[config.mk]
export PLATFORM = sky130hd
export DESIGN_NAME = hps_cmd_sequencer_flat
export DESIGN_NICKNAME = d
export VERILOG_FILES = /design/src/rtl/hps_cmd_sequencer_pkg.sv /design/src/rtl/hps_cmd_sequencer_if.sv /design/src/rtl/hps_cmd_sequencer_pio_sync.sv /design/src/rtl/hps_cmd_sequencer.sv /design/src/flat_wrapper.sv
export SDC_FILE = /design/constraint.sdc
export NUM_CORES = 1
export LEC_CHECK = 0
export CAP_MARGIN = 10
export CORE_MARGIN = 2
export CORE_UTILIZATION = 45
export DETAILED_ROUTE_END_ITERATION = 10
export HOLD_SLACK_MARGIN = 0.08
export PLACE_DENSITY = 0.72
export SLEW_MARGIN = 20
export SYNTH_ARGS = -nofsm -noshare
export SYNTH_HDL_FRONTEND = slang
export SYNTH_HIERARCHICAL = 1
export SYNTH_SLANG_ARGS = --single-unit
[constraint.sdc]
create_clock -name clk_clk -period 3.4 [get_ports clk_clk]
set_input_delay 0.68 -clock clk_clk [delete_from_list [all_inputs] [get_ports clk_clk]]
set_output_delay 0.68 -clock clk_clk [all_outputs]
set_load 0.02 [all_outputs]
[src/rtl/hps_cmd_sequencer_pkg.sv]
// Shared types for the HPS command sequencer: opcodes, FSM states and default widths.
package hps_cmd_pkg;

  localparam int DEF_ADDR_W         = 17;
  localparam int DEF_DATA_W         = 8;
  localparam int DEF_MEM_DEPTH      = 76800;
  localparam int DEF_SYNC_STAGES    = 2;
  localparam int DEF_TIMEOUT_CYCLES = 1048576;
  localparam int OPCODE_W           = 3;

  typedef enum logic [OPCODE_W-1:0] {
    OP_NOP   = 3'd0,
    OP_WRITE = 3'd1,
    OP_READ  = 3'd2,
    OP_FILL  = 3'd3,
    OP_ALGO0 = 3'd4,
    OP_ALGO1 = 3'd5,
    OP_ALGO2 = 3'd6,
    OP_ALGO3 = 3'd7
  } opcode_e;

  typedef enum logic [3:0] {
    ST_IDLE,
    ST_DECODE,
    ST_WRITE,
    ST_RD_ADDR,
    ST_RD_WAIT,
    ST_FILL,
    ST_ALGO_START,
    ST_ALGO_WAIT,
    ST_DONE
  } state_e;

  // Opcodes whose address operand must be range-checked against the frame memory.
  function automatic logic is_mem_op(opcode_e op);
    return (op == OP_WRITE) || (op == OP_READ) || (op == OP_FILL);
  endfunction

endpackage

[src/rtl/hps_cmd_sequencer_if.sv]
// PIO command/status, frame-memory and engine signals of the HPS command sequencer.
interface hps_cmd_sequencer_if
  import hps_cmd_pkg::*;
#(
  parameter int ADDR_W = DEF_ADDR_W,
  parameter int DATA_W = DEF_DATA_W
);
  logic [OPCODE_W-1:0] pio_instruction;
  logic [DATA_W-1:0]   pio_data;
  logic [ADDR_W-1:0]   pio_mem_addr;
  logic                pio_sel_mem;
  logic                pio_enable;
  logic                mem_sel;
  logic [ADDR_W-1:0]   mem_addr;
  logic [DATA_W-1:0]   mem_wdata;
  logic                mem_we;
  logic [DATA_W-1:0]   mem_rdata;
  logic                algo_start;
  logic [1:0]          algo_op;
  logic                algo_done;
  logic                stat_busy;
  logic                stat_done;
  logic                stat_error;
  logic [DATA_W-1:0]   stat_rdata;

  // master = HPS + memory + engine side, slave = sequencer
  modport master (
    output pio_instruction, pio_data, pio_mem_addr, pio_sel_mem, pio_enable,
    output mem_rdata, algo_done,
    input  mem_sel, mem_addr, mem_wdata, mem_we, algo_start, algo_op,
    input  stat_busy, stat_done, stat_error, stat_rdata
  );

  modport slave (
    input  pio_instruction, pio_data, pio_mem_addr, pio_sel_mem, pio_enable,
    input  mem_rdata, algo_done,
    output mem_sel, mem_addr, mem_wdata, mem_we, algo_start, algo_op,
    output stat_busy, stat_done, stat_error, stat_rdata
  );
endinterface

[src/rtl/hps_cmd_sequencer_pio_sync.sv]
// N-stage synchroniser for the PIO operand bus and enable, with a rising-edge detect on enable.
module pio_sync #(
  parameter int WIDTH  = 1,
  parameter int STAGES = 2
) (
  input  logic             clk,
  input  logic             rst_n,
  input  logic [WIDTH-1:0] d,
  input  logic             en,
  output logic [WIDTH-1:0] q,
  output logic             en_sync,
  output logic             en_rise
);
  logic [WIDTH:0] chain_reg [STAGES];
  logic           en_prev_reg;

  // Enable travels with the operands so both arrive on the same cycle.
  generate
    for (genvar gi = 0; gi < STAGES; gi++) begin : g_stage
      if (gi == 0) begin : g_first
        always_ff @(posedge clk or negedge rst_n) begin
          if (!rst_n) chain_reg[gi] <= '0;
          else        chain_reg[gi] <= {en, d};
        end
      end else begin : g_next
        always_ff @(posedge clk or negedge rst_n) begin
          if (!rst_n) chain_reg[gi] <= '0;
          else        chain_reg[gi] <= chain_reg[gi-1];
        end
      end
    end
  endgenerate

  assign {en_sync, q} = chain_reg[STAGES-1];

  always_ff @(posedge clk or negedge rst_n) begin
    if (!rst_n) en_prev_reg <= 1'b0;
    else        en_prev_reg <= en_sync;
  end

  assign en_rise = en_sync & ~en_prev_reg;
endmodule

[src/rtl/hps_cmd_sequencer.sv]
// HPS command sequencer: PIO command -> frame-memory / engine operation -> status PIOs.
// Optional engine watchdog enabled by defining HPS_CMD_TIMEOUT_EN.
module hps_cmd_sequencer
  import hps_cmd_pkg::*;
#(
  parameter int ADDR_W      = DEF_ADDR_W,
  parameter int DATA_W      = DEF_DATA_W,
  parameter int MEM_DEPTH   = DEF_MEM_DEPTH,
  parameter int SYNC_STAGES = DEF_SYNC_STAGES
`ifdef HPS_CMD_TIMEOUT_EN
  , parameter int TIMEOUT_CYCLES = DEF_TIMEOUT_CYCLES
`endif
) (
  input logic               clk_clk,
  input logic               reset_reset_n,
  hps_cmd_sequencer_if.slave bus
);
  localparam int SYNC_W = OPCODE_W + DATA_W + ADDR_W + 1;
  localparam logic [ADDR_W:0]   DEPTH_X   = (ADDR_W+1)'(MEM_DEPTH);
  localparam logic [ADDR_W-1:0] LAST_ADDR = ADDR_W'(MEM_DEPTH - 1);

  logic [SYNC_W-1:0] pio_bus, pio_synced;
  logic              en_sync, en_rise;

  assign pio_bus = {bus.pio_instruction, bus.pio_data, bus.pio_mem_addr, bus.pio_sel_mem};

  pio_sync #(.WIDTH(SYNC_W), .STAGES(SYNC_STAGES)) u_pio_sync (
    .clk     (clk_clk),
    .rst_n   (reset_reset_n),
    .d       (pio_bus),
    .en      (bus.pio_enable),
    .q       (pio_synced),
    .en_sync (en_sync),
    .en_rise (en_rise)
  );

  state_e              state_reg;
  logic [OPCODE_W-1:0] op_reg;
  logic [DATA_W-1:0]   data_reg;
  logic [ADDR_W-1:0]   addr_reg;
  logic                sel_reg;
  logic                mem_sel_reg, mem_we_reg, algo_start_reg;
  logic [ADDR_W-1:0]   mem_addr_reg;
  logic [DATA_W-1:0]   mem_wdata_reg, stat_rdata_reg;
  logic [1:0]          algo_op_reg;
  logic                stat_busy_reg, stat_done_reg, stat_error_reg;
`ifdef HPS_CMD_TIMEOUT_EN
  localparam int TO_W = $clog2(TIMEOUT_CYCLES + 1);
  logic [TO_W-1:0]     timeout_cnt_reg;
`endif

  always_ff @(posedge clk_clk or negedge reset_reset_n) begin
    if (!reset_reset_n) begin
      state_reg      <= ST_IDLE;
      op_reg         <= '0;
      data_reg       <= '0;
      addr_reg       <= '0;
      sel_reg        <= 1'b0;
      mem_sel_reg    <= 1'b0;
      mem_addr_reg   <= '0;
      mem_wdata_reg  <= '0;
      mem_we_reg     <= 1'b0;
      algo_start_reg <= 1'b0;
      algo_op_reg    <= '0;
      stat_busy_reg  <= 1'b0;
      stat_done_reg  <= 1'b0;
      stat_error_reg <= 1'b0;
      stat_rdata_reg <= '0;
`ifdef HPS_CMD_TIMEOUT_EN
      timeout_cnt_reg <= '0;
`endif
    end else begin
      mem_we_reg     <= 1'b0;
      algo_start_reg <= 1'b0;
      case (state_reg)
        ST_IDLE: begin
          if (en_rise) begin
            op_reg        <= pio_synced[SYNC_W-1 -: OPCODE_W];
            data_reg      <= pio_synced[ADDR_W+DATA_W:ADDR_W+1];
            addr_reg      <= pio_synced[ADDR_W:1];
            sel_reg       <= pio_synced[0];
            stat_busy_reg <= 1'b1;
            state_reg     <= ST_DECODE;
          end
        end
        ST_DECODE: begin
          stat_error_reg <= 1'b0;
          mem_sel_reg    <= sel_reg;
          mem_addr_reg   <= addr_reg;
          mem_wdata_reg  <= data_reg;
          if (is_mem_op(opcode_e'(op_reg)) && ({1'b0, addr_reg} >= DEPTH_X)) begin
            stat_error_reg <= 1'b1;
            stat_busy_reg  <= 1'b0;
            stat_done_reg  <= 1'b1;
            state_reg      <= ST_DONE;
          end else begin
            case (opcode_e'(op_reg))
              OP_NOP: begin
                stat_busy_reg <= 1'b0;
                stat_done_reg <= 1'b1;
                state_reg     <= ST_DONE;
              end
              OP_WRITE: begin
                mem_we_reg <= 1'b1;
                state_reg  <= ST_WRITE;
              end
              OP_READ: state_reg <= ST_RD_ADDR;
              OP_FILL: begin
                mem_we_reg <= 1'b1;
                state_reg  <= ST_FILL;
              end
              default: begin
                algo_start_reg <= 1'b1;
                algo_op_reg    <= op_reg[1:0];
                state_reg      <= ST_ALGO_START;
`ifdef HPS_CMD_TIMEOUT_EN
                timeout_cnt_reg <= '0;
`endif
              end
            endcase
          end
        end
        ST_WRITE, ST_RD_WAIT: begin
          if (state_reg == ST_RD_WAIT) stat_rdata_reg <= bus.mem_rdata;
          stat_busy_reg <= 1'b0;
          stat_done_reg <= 1'b1;
          state_reg     <= ST_DONE;
        end
        ST_RD_ADDR: state_reg <= ST_RD_WAIT;
        ST_FILL: begin
          // The word at mem_addr is written this cycle; stop at the last address, never wrap.
          if (mem_addr_reg == LAST_ADDR) begin
            stat_busy_reg <= 1'b0;
            stat_done_reg <= 1'b1;
            state_reg     <= ST_DONE;
          end else begin
            mem_we_reg   <= 1'b1;
            mem_addr_reg <= mem_addr_reg + ADDR_W'(1);
          end
        end
        ST_ALGO_START: state_reg <= ST_ALGO_WAIT;
        ST_ALGO_WAIT: begin
          if (bus.algo_done) begin
            stat_busy_reg <= 1'b0;
            stat_done_reg <= 1'b1;
            state_reg     <= ST_DONE;
          end
`ifdef HPS_CMD_TIMEOUT_EN
          else if (timeout_cnt_reg == TO_W'(TIMEOUT_CYCLES - 1)) begin
            stat_error_reg <= 1'b1;
            stat_busy_reg  <= 1'b0;
            stat_done_reg  <= 1'b1;
            state_reg      <= ST_DONE;
          end else begin
            timeout_cnt_reg <= timeout_cnt_reg + TO_W'(1);
          end
`endif
        end
        ST_DONE: begin
          if (!en_sync) begin
            stat_done_reg <= 1'b0;
            state_reg     <= ST_IDLE;
          end
        end
        default: state_reg <= ST_IDLE;
      endcase
      // A new strobe while a command is still owned is a protocol violation; it overrides the DECODE clear.
      if (en_rise && (state_reg != ST_IDLE)) stat_error_reg <= 1'b1;
    end
  end

  assign bus.mem_sel    = mem_sel_reg;
  assign bus.mem_addr   = mem_addr_reg;
  assign bus.mem_wdata  = mem_wdata_reg;
  assign bus.mem_we     = mem_we_reg;
  assign bus.algo_start = algo_start_reg;
  assign bus.algo_op    = algo_op_reg;
  assign bus.stat_busy  = stat_busy_reg;
  assign bus.stat_done  = stat_done_reg;
  assign bus.stat_error = stat_error_reg;
  assign bus.stat_rdata = stat_rdata_reg;
endmodule

[src/flat_wrapper.sv]
// flat-port wrapper written by rule: the top's interface ports become plain ports
module hps_cmd_sequencer_flat import hps_cmd_pkg::*;
#(
  parameter int ADDR_W      = DEF_ADDR_W,
  parameter int DATA_W      = DEF_DATA_W,
  parameter int MEM_DEPTH   = DEF_MEM_DEPTH,
  parameter int SYNC_STAGES = DEF_SYNC_STAGES

)
  (clk_clk, reset_reset_n, bus_pio_instruction, bus_pio_data, bus_pio_mem_addr, bus_pio_sel_mem, bus_pio_enable, bus_mem_rdata, bus_algo_done, bus_mem_sel, bus_mem_addr, bus_mem_wdata, bus_mem_we, bus_algo_start, bus_algo_op, bus_stat_busy, bus_stat_done, bus_stat_error, bus_stat_rdata);
  hps_cmd_sequencer_if #(.ADDR_W(ADDR_W), .DATA_W(DATA_W)) bus_i ();
  input logic clk_clk;
  input logic reset_reset_n;
  input wire logic [$bits(bus_i.pio_instruction)-1:0] bus_pio_instruction;
  input wire logic [$bits(bus_i.pio_data)-1:0] bus_pio_data;
  input wire logic [$bits(bus_i.pio_mem_addr)-1:0] bus_pio_mem_addr;
  input wire logic [$bits(bus_i.pio_sel_mem)-1:0] bus_pio_sel_mem;
  input wire logic [$bits(bus_i.pio_enable)-1:0] bus_pio_enable;
  input wire logic [$bits(bus_i.mem_rdata)-1:0] bus_mem_rdata;
  input wire logic [$bits(bus_i.algo_done)-1:0] bus_algo_done;
  output wire logic [$bits(bus_i.mem_sel)-1:0] bus_mem_sel;
  output wire logic [$bits(bus_i.mem_addr)-1:0] bus_mem_addr;
  output wire logic [$bits(bus_i.mem_wdata)-1:0] bus_mem_wdata;
  output wire logic [$bits(bus_i.mem_we)-1:0] bus_mem_we;
  output wire logic [$bits(bus_i.algo_start)-1:0] bus_algo_start;
  output wire logic [$bits(bus_i.algo_op)-1:0] bus_algo_op;
  output wire logic [$bits(bus_i.stat_busy)-1:0] bus_stat_busy;
  output wire logic [$bits(bus_i.stat_done)-1:0] bus_stat_done;
  output wire logic [$bits(bus_i.stat_error)-1:0] bus_stat_error;
  output wire logic [$bits(bus_i.stat_rdata)-1:0] bus_stat_rdata;
  assign bus_i.pio_instruction = bus_pio_instruction;
  assign bus_i.pio_data = bus_pio_data;
  assign bus_i.pio_mem_addr = bus_pio_mem_addr;
  assign bus_i.pio_sel_mem = bus_pio_sel_mem;
  assign bus_i.pio_enable = bus_pio_enable;
  assign bus_i.mem_rdata = bus_mem_rdata;
  assign bus_i.algo_done = bus_algo_done;
  assign bus_mem_sel = bus_i.mem_sel;
  assign bus_mem_addr = bus_i.mem_addr;
  assign bus_mem_wdata = bus_i.mem_wdata;
  assign bus_mem_we = bus_i.mem_we;
  assign bus_algo_start = bus_i.algo_start;
  assign bus_algo_op = bus_i.algo_op;
  assign bus_stat_busy = bus_i.stat_busy;
  assign bus_stat_done = bus_i.stat_done;
  assign bus_stat_error = bus_i.stat_error;
  assign bus_stat_rdata = bus_i.stat_rdata;
  hps_cmd_sequencer #(.ADDR_W(ADDR_W), .DATA_W(DATA_W), .MEM_DEPTH(MEM_DEPTH), .SYNC_STAGES(SYNC_STAGES)) u_core (.clk_clk(clk_clk), .reset_reset_n(reset_reset_n), .bus(bus_i));
endmodule
==> run_results.csv, run 1 <==
group,metric,value,unit
outcome,status,"finished clean",
detailed_routing,finalWirelength,10500,um
cts,cts_tree,"yes",
synthesis,synth_top_family_by_area,"simple AND/OR/NAND/NOR gates",
sta,max_freq,429,MHz
floorplan,dieArea,12500,sq um
setup_path,cp.buffers_inverters,1,
cells_and_area,drive_above_1_share,18.5,%
place,placed_cells,593,
cts,htreeDepth,4,
synthesis,avgSynthCellArea,12.7,sq um
grt,grt_usage,18.0,%
place,io_buffers,81,
synthesis,yosys_warnings,6,
detailed_routing,vias,3346,
cts,cts_setup_buffers,0,
cts,cts_sinks,135,
synthesis,synth-simple-area-share,12.5,%
sta,finalClockSkew,0.00526,ns
synthesis,yosys_most_used_dff,"dfrtp_1",
detailed_routing,drt_first_pass_iters,5,
cells_and_area,final_core_util,58.3,%
detailed_routing,ant_nets,0,
cells_and_area,layout_commonest_cell,"dfrtp_1",
setup_path,critical_path_class,"flop to output port",
sta,fin_crit,2.33,ns
synthesis,syn-cell-area,5240,sq um
grt,grt_pass1_wl,17400,um
synthesis,synthArstFlopShare,100,%
detailed_routing,drcViolationCount,0,
setup_path,worst_ep_required_time,2.72,ns
sta,worst_slew_pin_slew,0.593,ns
cts,postCtsHoldBufs,0,
synthesis,yosysTopAreaCellShare,64.4,%
floorplan,core_area,11400,sq um
synthesis,ys_ff_latch,135,
power_and_ir_drop,ir_drop,0.570,mV
cells_and_area,layout_common_cells,"135 x dfrtp_1, 80 x clkdlybuf4s50_1, 43 x nand2_1",
setup_path,critPathArrivalTime,1.65,ns
cts,clk-insertion-delay-late,0.41,ns
synthesis,synth_xor_area_share,0.501,%
floorplan,start_util,45.9,%
setup_path,cp-start-kind,"flop",
grt,grt-ovfl-total,0,
cells_and_area,fill_cells,953,
sta,rsz0062_at_grt,"no",
grt,grt_max_degree,66,
synthesis,synthMuxAreaShare,8.38,%
synthesis,synth_edf_count,0,
sta,post-route-period-util,68.6,%
cells_and_area,largest_register_ffs,30,
setup_path,crit_chain,"clkdlybuf4s50_1",
synthesis,synth.net_count,454,
synthesis,syn_inst,412,
setup_path,slowest_delay,0.68,ns
synthesis,synth.area.top_cells,"dfrtp_1 64%, mux2_2 8.4%, buf_4 4.4%, nand2_1 3.1%, nand3_1 1.6%",
synthesis,yosysUniqueCellTypes,51,
sta,final_hold_viol_count,0,
cts,cts_buffers,17,
place,place_congestion,0.872,
floorplan,dieWidth,112,um
setup_path,cp_max_fo,11,
synthesis,synth_compound_area_share,7.68,%
synthesis,synth_fa_ha_area_share,0.239,%
cts,cts-root-buf,"clkbuf_16",
detailed_routing,routedWlPerCell,16.8,um
floorplan,ios,82,
sta,slew_headroom,60.4,%
cells_and_area,n_antenna_cell,0,
detailed_routing,drtIter0Drc,213,
cts,cts.clk_slew.worst_paths,0.06,ns
sta,final-setup-viol-count,0,
power_and_ir_drop,p_leak,2.88,nW
flow_run,maxCapViolCount,0,
sta,fin_tns_setup,0,ns
cells_and_area,instances_no_fill,624,
cts,ctsLongestPathBuffers,2,
synthesis,yosysSeqAreaShare,64.4,%
power_and_ir_drop,p_per_area,996,nW/um^2
cts,cts_resized,0,
detailed_routing,viasPerCell,5.36,
grt,antenna_found_initial,0,
cells_and_area,fin_nets,511,
synthesis,synth_area_leader_cell,"dfrtp_1",
setup_path,path_delay_family,"buffers and inverters",
place,dpl.hpwl,6880,um
grt,grt_pass1_vias,3336,
setup_path,crit_path_end_kind,"output port",
cells_and_area,area_growth,26.9,%
worst_hold_path,hold_path_class,"input pin to async pin",
floorplan,die_y,112,um
setup_path,critPathSlowestCell,"clkdlybuf4s50_1",
floorplan,rows,39,
sta,finalMaxSlewViolations,0,
-- synth_stat cells, types with 2 or more instances --
library cell and instances:
buf_4 31, a22o_1 4, inv_1 5, a211oi_1 7, nor2_1 22, and3_1 4
nand3b_1 3, xor2_1 2, o31ai_1 2, a21oi_1 15, nand3_1 17, nand4bb_1 2
clkbuf_1 7, nand4_1 5, o22ai_1 4, a311oi_1 4, dfrtp_1 135, nand4_2 2
and4_1 2, buf_2 8, nor3_1 7, a221o_1 2, and2b_1 2, nand2_1 43
o32ai_1 2, o21ai_0 9, or3_1 2, mux2_2 39, o221ai_1 2, buf_1 2
-- logic make-up after synthesis --
family	after synthesis
mux	39
buf+inv	54
fa+ha+maj	1
simple gates	122
xor+xnor	3
flops	135
compound gates	58
-- area by class of cell --
type | count | area (sq um) | share of cell area (%)
multi-input cells | 223 | 1540 | 23.2
repair buffers | 87 | 870 | 13.1
inverters | 5 | 18.8 | 0.282
clock buffers | 18 | 439 | 6.60
flip-flops and latches | 135 | 3380 | 50.8
well taps | 143 | 179 | 2.69
clock inverters | 13 | 228 | 3.42
-- worst reg2reg max path, cell delays in order, from the launching register on --
cell      delay (ns)
dfrtp_1         0.47
ha_1            0.29
nand4_2         0.15
nor4_4          0.47
nand2b_1        0.40
nor2_1          0.07
a221o_1         0.26
-- final timing paths --
check	start	endpoint	slack (ns)	depth (start not counted)
min reg2reg	u_core/u_pio_sync/chain_reg[55]$_DFF_PN0_	u_core/u_pio_sync/q[25]$_DFF_PN0_	0.34	0
min in group clk_clk	u_core/u_pio_sync/chain_reg[55]$_DFF_PN0_	u_core/u_pio_sync/q[25]$_DFF_PN0_	0.34	0
min	reset_reset_n	u_core/u_pio_sync/q[18]$_DFF_PN0_	0.24	1
max	u_core/bus.mem_addr[9]$_DFFE_PN0P_	bus_mem_addr[9]	1.07	1
max reg2reg	u_core/bus.mem_addr[0]$_DFFE_PN0P_	u_core/bus.mem_addr[0]$_DFFE_PN0P_	1.18	6
max in group asynchronous	reset_reset_n	u_core/bus.algo_op[1]$_DFFE_PN0P_	2.35	2
-- layer usage --
metal  track usage (%)  up-vias  wire length (um)
met5                 0        -                 0
met4              6.59        0               159
met3              6.31       17               701
met2              28.4      123              5230
met1              23.3     1680              4370
li1                  -     1526                 -
-- stage by stage --
step / hold slack [ns] / instance area [sq um] / setup slack (ns) / power [mW]
after floorplan: 0.331 / 5240 / 1.27 / 3.76
after global routing: 0.279 / 6660 / 0.989 / 7.01
after CTS: 0.262 / 6660 / 1.03 / 6.69
after detailed placement: 0.335 / 5990 / 1.22 / 4.60
after global placement: 0.331 / 5990 / 1.28 / 4.52
final: 0.239 / 6660 / 1.07 / 6.63
-- where the power goes --
part / internal (mW) / total (mW) / switching, mW
logic: 1.01 / 2.04 / 1.03
clock network: 1.39 / 2.05 / 0.660
registers: 2.08 / 2.55 / 0.473
total: 4.47 / 6.63 / 2.16
Note: power is estimated with default switching activity, not from simulation.
==> inputs of run 2 (changes only) <==
- clock period: 3.4 -> 2.3 ns (I/O delays scaled with it)
==> run 2 against run 1 <==
  * Non-clock buffer count rose by 8
  * Core utilization rose by 0.53 points
  * Setup slack got worse by 0.84 ns
  * Critical path depth rose by 5
  * Via count rose by 0.12%
  * Clock skew barely moved
  * First-iteration DRC count rose by 2.3%
  * Largest power group unchanged
  * Highest routed layer unchanged
==> run_results.csv, run 2 (synthesis results as in run 1) <==
group,metric,value,unit
outcome,status,"finished clean",
cells_and_area,post-route-cell-area,6720,sq um
setup_path,r2r_setup_slack,0.23,ns
floorplan,die_y,112,um
setup_path,timing.rr.start,"u_core/bus.mem_addr[0]$_DFFE_PN0P_",
power_and_ir_drop,p_per_area,1450,nW/um^2
place,dpl.hpwl,6890,um
detailed_routing,drtIter0Drc,218,
power_and_ir_drop,p_leak,2.92,nW
sta,rsz0062_at_grt,"no",
detailed_routing,drcViolationCount,0,
sta,finalMaxSlewViolations,0,
cts,cts_resized,0,
sta,post-route-period-util,90.2,%
setup_path,crit_path_end_kind,"flop",
flow_run,maxCapViolCount,0,
cts,clk-insertion-delay-late,0.41,ns
cts,ctsLongestPathBuffers,2,
place,io_buffers,81,
setup_path,r2r_cells,6,
worst_hold_path,hold_depth,0,
sta,slew_headroom,70.0,%
sta,worst_slew_pin_slew,0.449,ns
setup_path,crit_start,"u_core/bus.mem_addr[0]$_DFFE_PN0P_",
setup_path,critical_path_class,"flop to flop",
place,dpl_cell_area,6050,sq um
detailed_routing,drt_first_pass_iters,4,
grt,grt-ovfl-total,0,
setup_path,path_delay_family,"simple AND/OR/NAND/NOR gates",
setup_path,r2r-end,"u_core/bus.mem_addr[0]$_DFFE_PN0P_",
cts,cts-root-buf,"clkbuf_16",
power_and_ir_drop,ir_drop,0.714,mV
cells_and_area,layout_common_cells,"135 x dfrtp_1, 80 x clkdlybuf4s50_1, 43 x nand2_1",
worst_hold_path,min_from,"u_core/u_pio_sync/chain_reg[37]$_DFF_PN0_",
grt,grt_pass1_vias,3577,
detailed_routing,viasPerCell,5.29,
setup_path,critPathSlowestCell,"nor4_4",
sta,fin_tns_setup,0,ns
cts,htreeDepth,4,
place,place_congestion,0.880,
setup_path,crit_chain,"ha_1 -> nand4_2 -> nor4_4 -> nand2b_1 -> nor2_1 -> a221o_1",
floorplan,core_area,11400,sq um
sta,final_hold_viol_count,0,
floorplan,start_util,45.9,%
cts,cts.clk_slew.worst_paths,0.06,ns
setup_path,critPathArrivalTime,2.36,ns
cells_and_area,largest_register_ffs,30,
setup_path,cp-start-kind,"flop",
cts,cts_tree,"yes",
cells_and_area,layout_commonest_cell,"dfrtp_1",
grt,grt_max_degree,48,
cells_and_area,area_growth,28.1,%
cells_and_area,drive_above_1_share,19.8,%
cells_and_area,fill_cells,953,
sta,final-setup-viol-count,0,
detailed_routing,ant_nets,0,
grt,grt_usage,17.7,%
floorplan,dieWidth,112,um
setup_path,slowest_delay,0.46,ns
worst_hold_path,min_to,"u_core/u_pio_sync/q[7]$_DFF_PN0_",
setup_path,critical_path_depth,6,
setup_path,cp.buffers_inverters,0,
detailed_routing,vias,3350,
cts,cts_buffers,17,
floorplan,dieArea,12500,sq um
cells_and_area,n_antenna_cell,0,
cts,cts_sinks,135,
grt,grt_pass1_wl,17600,um
detailed_routing,routedWlPerCell,16.1,um
grt,antenna_found_initial,0,
floorplan,ios,82,
sta,finalClockSkew,0.00541,ns
detailed_routing,finalWirelength,10200,um
sta,max_freq,482,MHz
sta,fin_crit,2.07,ns
setup_path,cp_max_fo,8,
cells_and_area,fin_nets,519,
worst_hold_path,hold_path_class,"flop to flop",
setup_path,worst_ep_required_time,2.59,ns
floorplan,rows,39,
==> run 2: cell count changes in the layout (fill, tap and decap cells not counted), sizes merged <==
cell and delta:
inv +5, buf +7, clkinv -3, bufinv -2, dlygate4sd3 +1, clkinvlp -1, clkbuf +2
==> run 2: worst reg2reg max path, cell delays in order (launching register included) <==
cell and delay [ns]:
dfrtp_1 0.35, ha_1 0.25, nand4_2 0.15, nor4_4 0.46
nand2b_1 0.39, nor2_1 0.08, a221o_1 0.27
==> run 2: worst max-delay path by stage <==
stage | end | slack, ns
3_5_place_dp | u_core/bus.mem_addr[0]$_DFFE_PN0P_ | 0.23
5_1_grt | u_core/bus.mem_addr[0]$_DFFE_PN0P_ | 0.07
3_3_place_gp | u_core/bus.mem_addr[0]$_DFFE_PN0P_ | 0.34
2_1_floorplan | u_core/bus.stat_busy$_DFFE_PN0P_ | 0.17
4_1_cts | bus_mem_addr[6] | 0.22
6_report | u_core/bus.mem_addr[0]$_DFFE_PN0P_ | 0.23
==> run 2: cell type report <==
cell class              instances  area, sq um  area share [%]
clock buffers                  20          467            6.95
clock inverters                12          185            2.76
inverters                       5         18.8           0.279
multi-input cells             223         1540            23.0
flip-flops and latches        135         3380            50.3
well taps                     143          179            2.66
repair buffers                 95          945            14.1
==> run 2: repair_timing <==
item	CTS	global route
hold endpoints to repair	45	0
setup buffers	0	0
hold buffers	1	0
==> run 2: layer usage <==
metal | global-route usage (%) | vias to the layer above | wire [um]
met3 | 5.28 | 17 | 615
met1 | 23.0 | 1670 | 4310
met2 | 28.6 | 114 | 5110
met4 | 6.59 | 0 | 150
met5 | 0 | - | 0
li1 | - | 1549 | -
==> run 2: metrics by stage <==
stage	utilization [%]	worst slack [ns]	hold slack, ns	instances	power [mW]
after floorplan	-	0.167	0.164	412	5.55
after global placement	53.0	0.336	0.332	600	6.73
after detailed placement	53.0	0.232	0.335	600	6.84
after CTS	58.8	0.216	0.347	633	9.82
after global routing	58.8	0.0713	0.353	633	10.3
final	58.8	0.225	0.346	633	9.72
==> run 2: report_power, final <==
| part | internal [mW] | total [mW] | leakage, nW | switching [mW] |
|---|---|---|---|---|
| Sequential | 3.07 | 3.72 | 1.60 | 0.650 |
| Combinational | 1.55 | 3.09 | 1.00 | 1.54 |
| Clock | 1.92 | 2.91 | 0.318 | 0.995 |
| Total | 6.54 | 9.72 | 2.92 | 3.19 |
==> inputs of run 3 (changes only) <==
- CORE_UTILIZATION: 45 -> 53
- PLACE_DENSITY: 0.72 -> 0.82
==> run 3 against run 2 <==
  * Clock power is 10% lower
  * Largest power group unchanged
  * Cell count is 1.4% lower
  * Critical endpoint is now bus_mem_addr[9]
  * Register-to-register slack worse by 0.04 ns
  * Combinational power is 2% higher
  * Via count is 1.6% higher
  * Clock skew is 0.0019 ns higher
  * Core utilization is 9.9 points higher
  * Non-clock buffer count is 1 higher
==> run_results.csv, run 3 (synthesis results as in run 1) <==
group,metric,value,unit
floorplan,rows,36,
cells_and_area,layout_commonest_cell,"dfrtp_1",
sta,fin_crit,2.25,ns
cts,ctsLongestPathBuffers,2,
power_and_ir_drop,finalPower,9.53,mW
detailed_routing,viasPerCell,5.46,
floorplan,dieArea,10700,sq um
cells_and_area,drive_above_1_share,20.0,%
cts,cts.clk_slew.worst_paths,0.06,ns
detailed_routing,routedWlPerCell,17.0,um
setup_path,critical_path_class,"flop to output port",
setup_path,critPathArrivalTime,1.79,ns
detailed_routing,drcViolationCount,0,
cells_and_area,layout_common_cells,"135 x dfrtp_1, 80 x clkdlybuf4s50_1, 43 x nand2_1",
floorplan,ios,82,
grt,grt_pass1_wl,17100,um
cells_and_area,post-route-cell-area,6660,sq um
setup_path,cp_max_fo,7,
grt,grt_usage,21.4,%
flow_run,maxCapViolCount,0,
sta,rsz0062_at_grt,"no",
detailed_routing,finalWirelength,10600,um
sta,fin_tns_setup,0,ns
grt,grt_max_degree,48,
floorplan,start_util,54.1,%
floorplan,core_area,9680,sq um
cells_and_area,area_growth,27.0,%
cells_and_area,final_core_util,68.8,%
sta,final-setup-viol-count,0,
place,dpl_cell_area,6060,sq um
sta,whs,0.347,ns
detailed_routing,vias,3405,
cts,cts_buffers,17,
setup_path,cp-start-kind,"flop",
detailed_routing,drtIter0Drc,196,
worst_hold_path,hold_path_class,"flop to flop",
sta,finalClockSkew,0.00728,ns
power_and_ir_drop,p_per_area,1430,nW/um^2
floorplan,dieWidth,103,um
place,pre_cts_ws,0.141,ns
detailed_routing,drt_first_pass_iters,5,
grt,antenna_found_initial,0,
cells_and_area,instances_no_fill,624,
cells_and_area,n_antenna_cell,0,
worst_hold_path,min_from,"u_core/u_pio_sync/chain_reg[58]$_DFF_PN0_",
grt,grt_pass1_vias,3545,
place,placed_cells,591,
place,dpl.hpwl,7100,um
sta,finalMaxSlewViolations,0,
sta,post-route-period-util,97.7,%
cells_and_area,fin_nets,520,
sta,worst_slack,0.0540,ns
place,io_buffers,81,
outcome,status,"finished clean",
cells_and_area,largest_register_ffs,30,
cts,cts_tree,"yes",
grt,grt-ovfl-total,0,
sta,max_freq,445,MHz
sta,final_hold_viol_count,0,
cts,cts_setup_buffers,0,
cts,clk-insertion-delay-late,0.52,ns
sta,slew_headroom,68.2,%
setup_path,crit_path_end_kind,"output port",
power_and_ir_drop,ir_drop,0.600,mV
sta,worst_slew_pin_slew,0.475,ns
floorplan,die_y,103,um
cts,htreeDepth,4,
power_and_ir_drop,p_leak,2.90,nW
detailed_routing,ant_nets,0,
cts,cts-root-buf,"clkbuf_8",
cts,cts_sinks,135,
setup_path,timing.rr.start,"u_core/state_reg[2]$_DFFE_PN0P_",
setup_path,crit_start,"u_core/bus.mem_addr[9]$_DFFE_PN0P_",
setup_path,worst_ep_required_time,1.84,ns
place,place_congestion,0.893,
[run 3: critical path, cell delays in order, from the launching register on]
cell and delay (ns):
dfrtp_1 0.48, buf_4 0.19, clkdlybuf4s50_1 0.60
[run 3: worst paths after layout]
check                                                       endpoint  slack (ns)  depth (start not counted)
setup reg to reg                 u_core/bus.mem_addr[13]$_DFFE_PN0P_        0.19                          5
hold / removal                     u_core/u_pio_sync/q[28]$_DFF_PN0_        0.35                          0
hold reg to reg                    u_core/u_pio_sync/q[28]$_DFF_PN0_        0.35                          0
max in group asynchronous        u_core/u_pio_sync/en_sync$_DFF_PN0_        1.31                          3
setup / recovery                                     bus_mem_addr[9]        0.05                          2
min in group asynchronous  u_core/u_pio_sync/chain_reg[38]$_DFF_PN0_        0.43                          2
[run 3: routing by layer]
layer | track usage [%] | vias up | part of all wire (%)
met1 | 27.7 | 1712 | 42
li1 | - | 1549 | -
met2 | 33.7 | 130 | 50
met3 | 6.12 | 14 | 5.9
met5 | 0 | - | 0
met4 | 10.2 | 0 | 1.6
[run 3: final cells by class]
| class | count | area (sq um) |
|---|---|---|
| sequential | 135 | 3380 |
| fill | 683 | 3030 |
| multi-input combinational | 223 | 1550 |
| timing repair buffer | 96 | 965 |
| clock buffer | 18 | 418 |
| clock inverter | 14 | 166 |
| tap | 133 | 166 |
| inverter | 5 | 18.8 |
[run 3: what timing repair did]
action / 4_1_cts / 5_1_grt
hold buffers: 1 / 0
endpoints found under the setup margin: 0 / 3
hold endpoints to repair: 42 / 0
gates resized for setup: 0 / 1
[run 3: power breakdown]
group	internal [mW]	switching [mW]	total (mW)
registers	3.07	0.678	3.75
logic	1.57	1.59	3.16
clock network	1.58	1.04	2.62
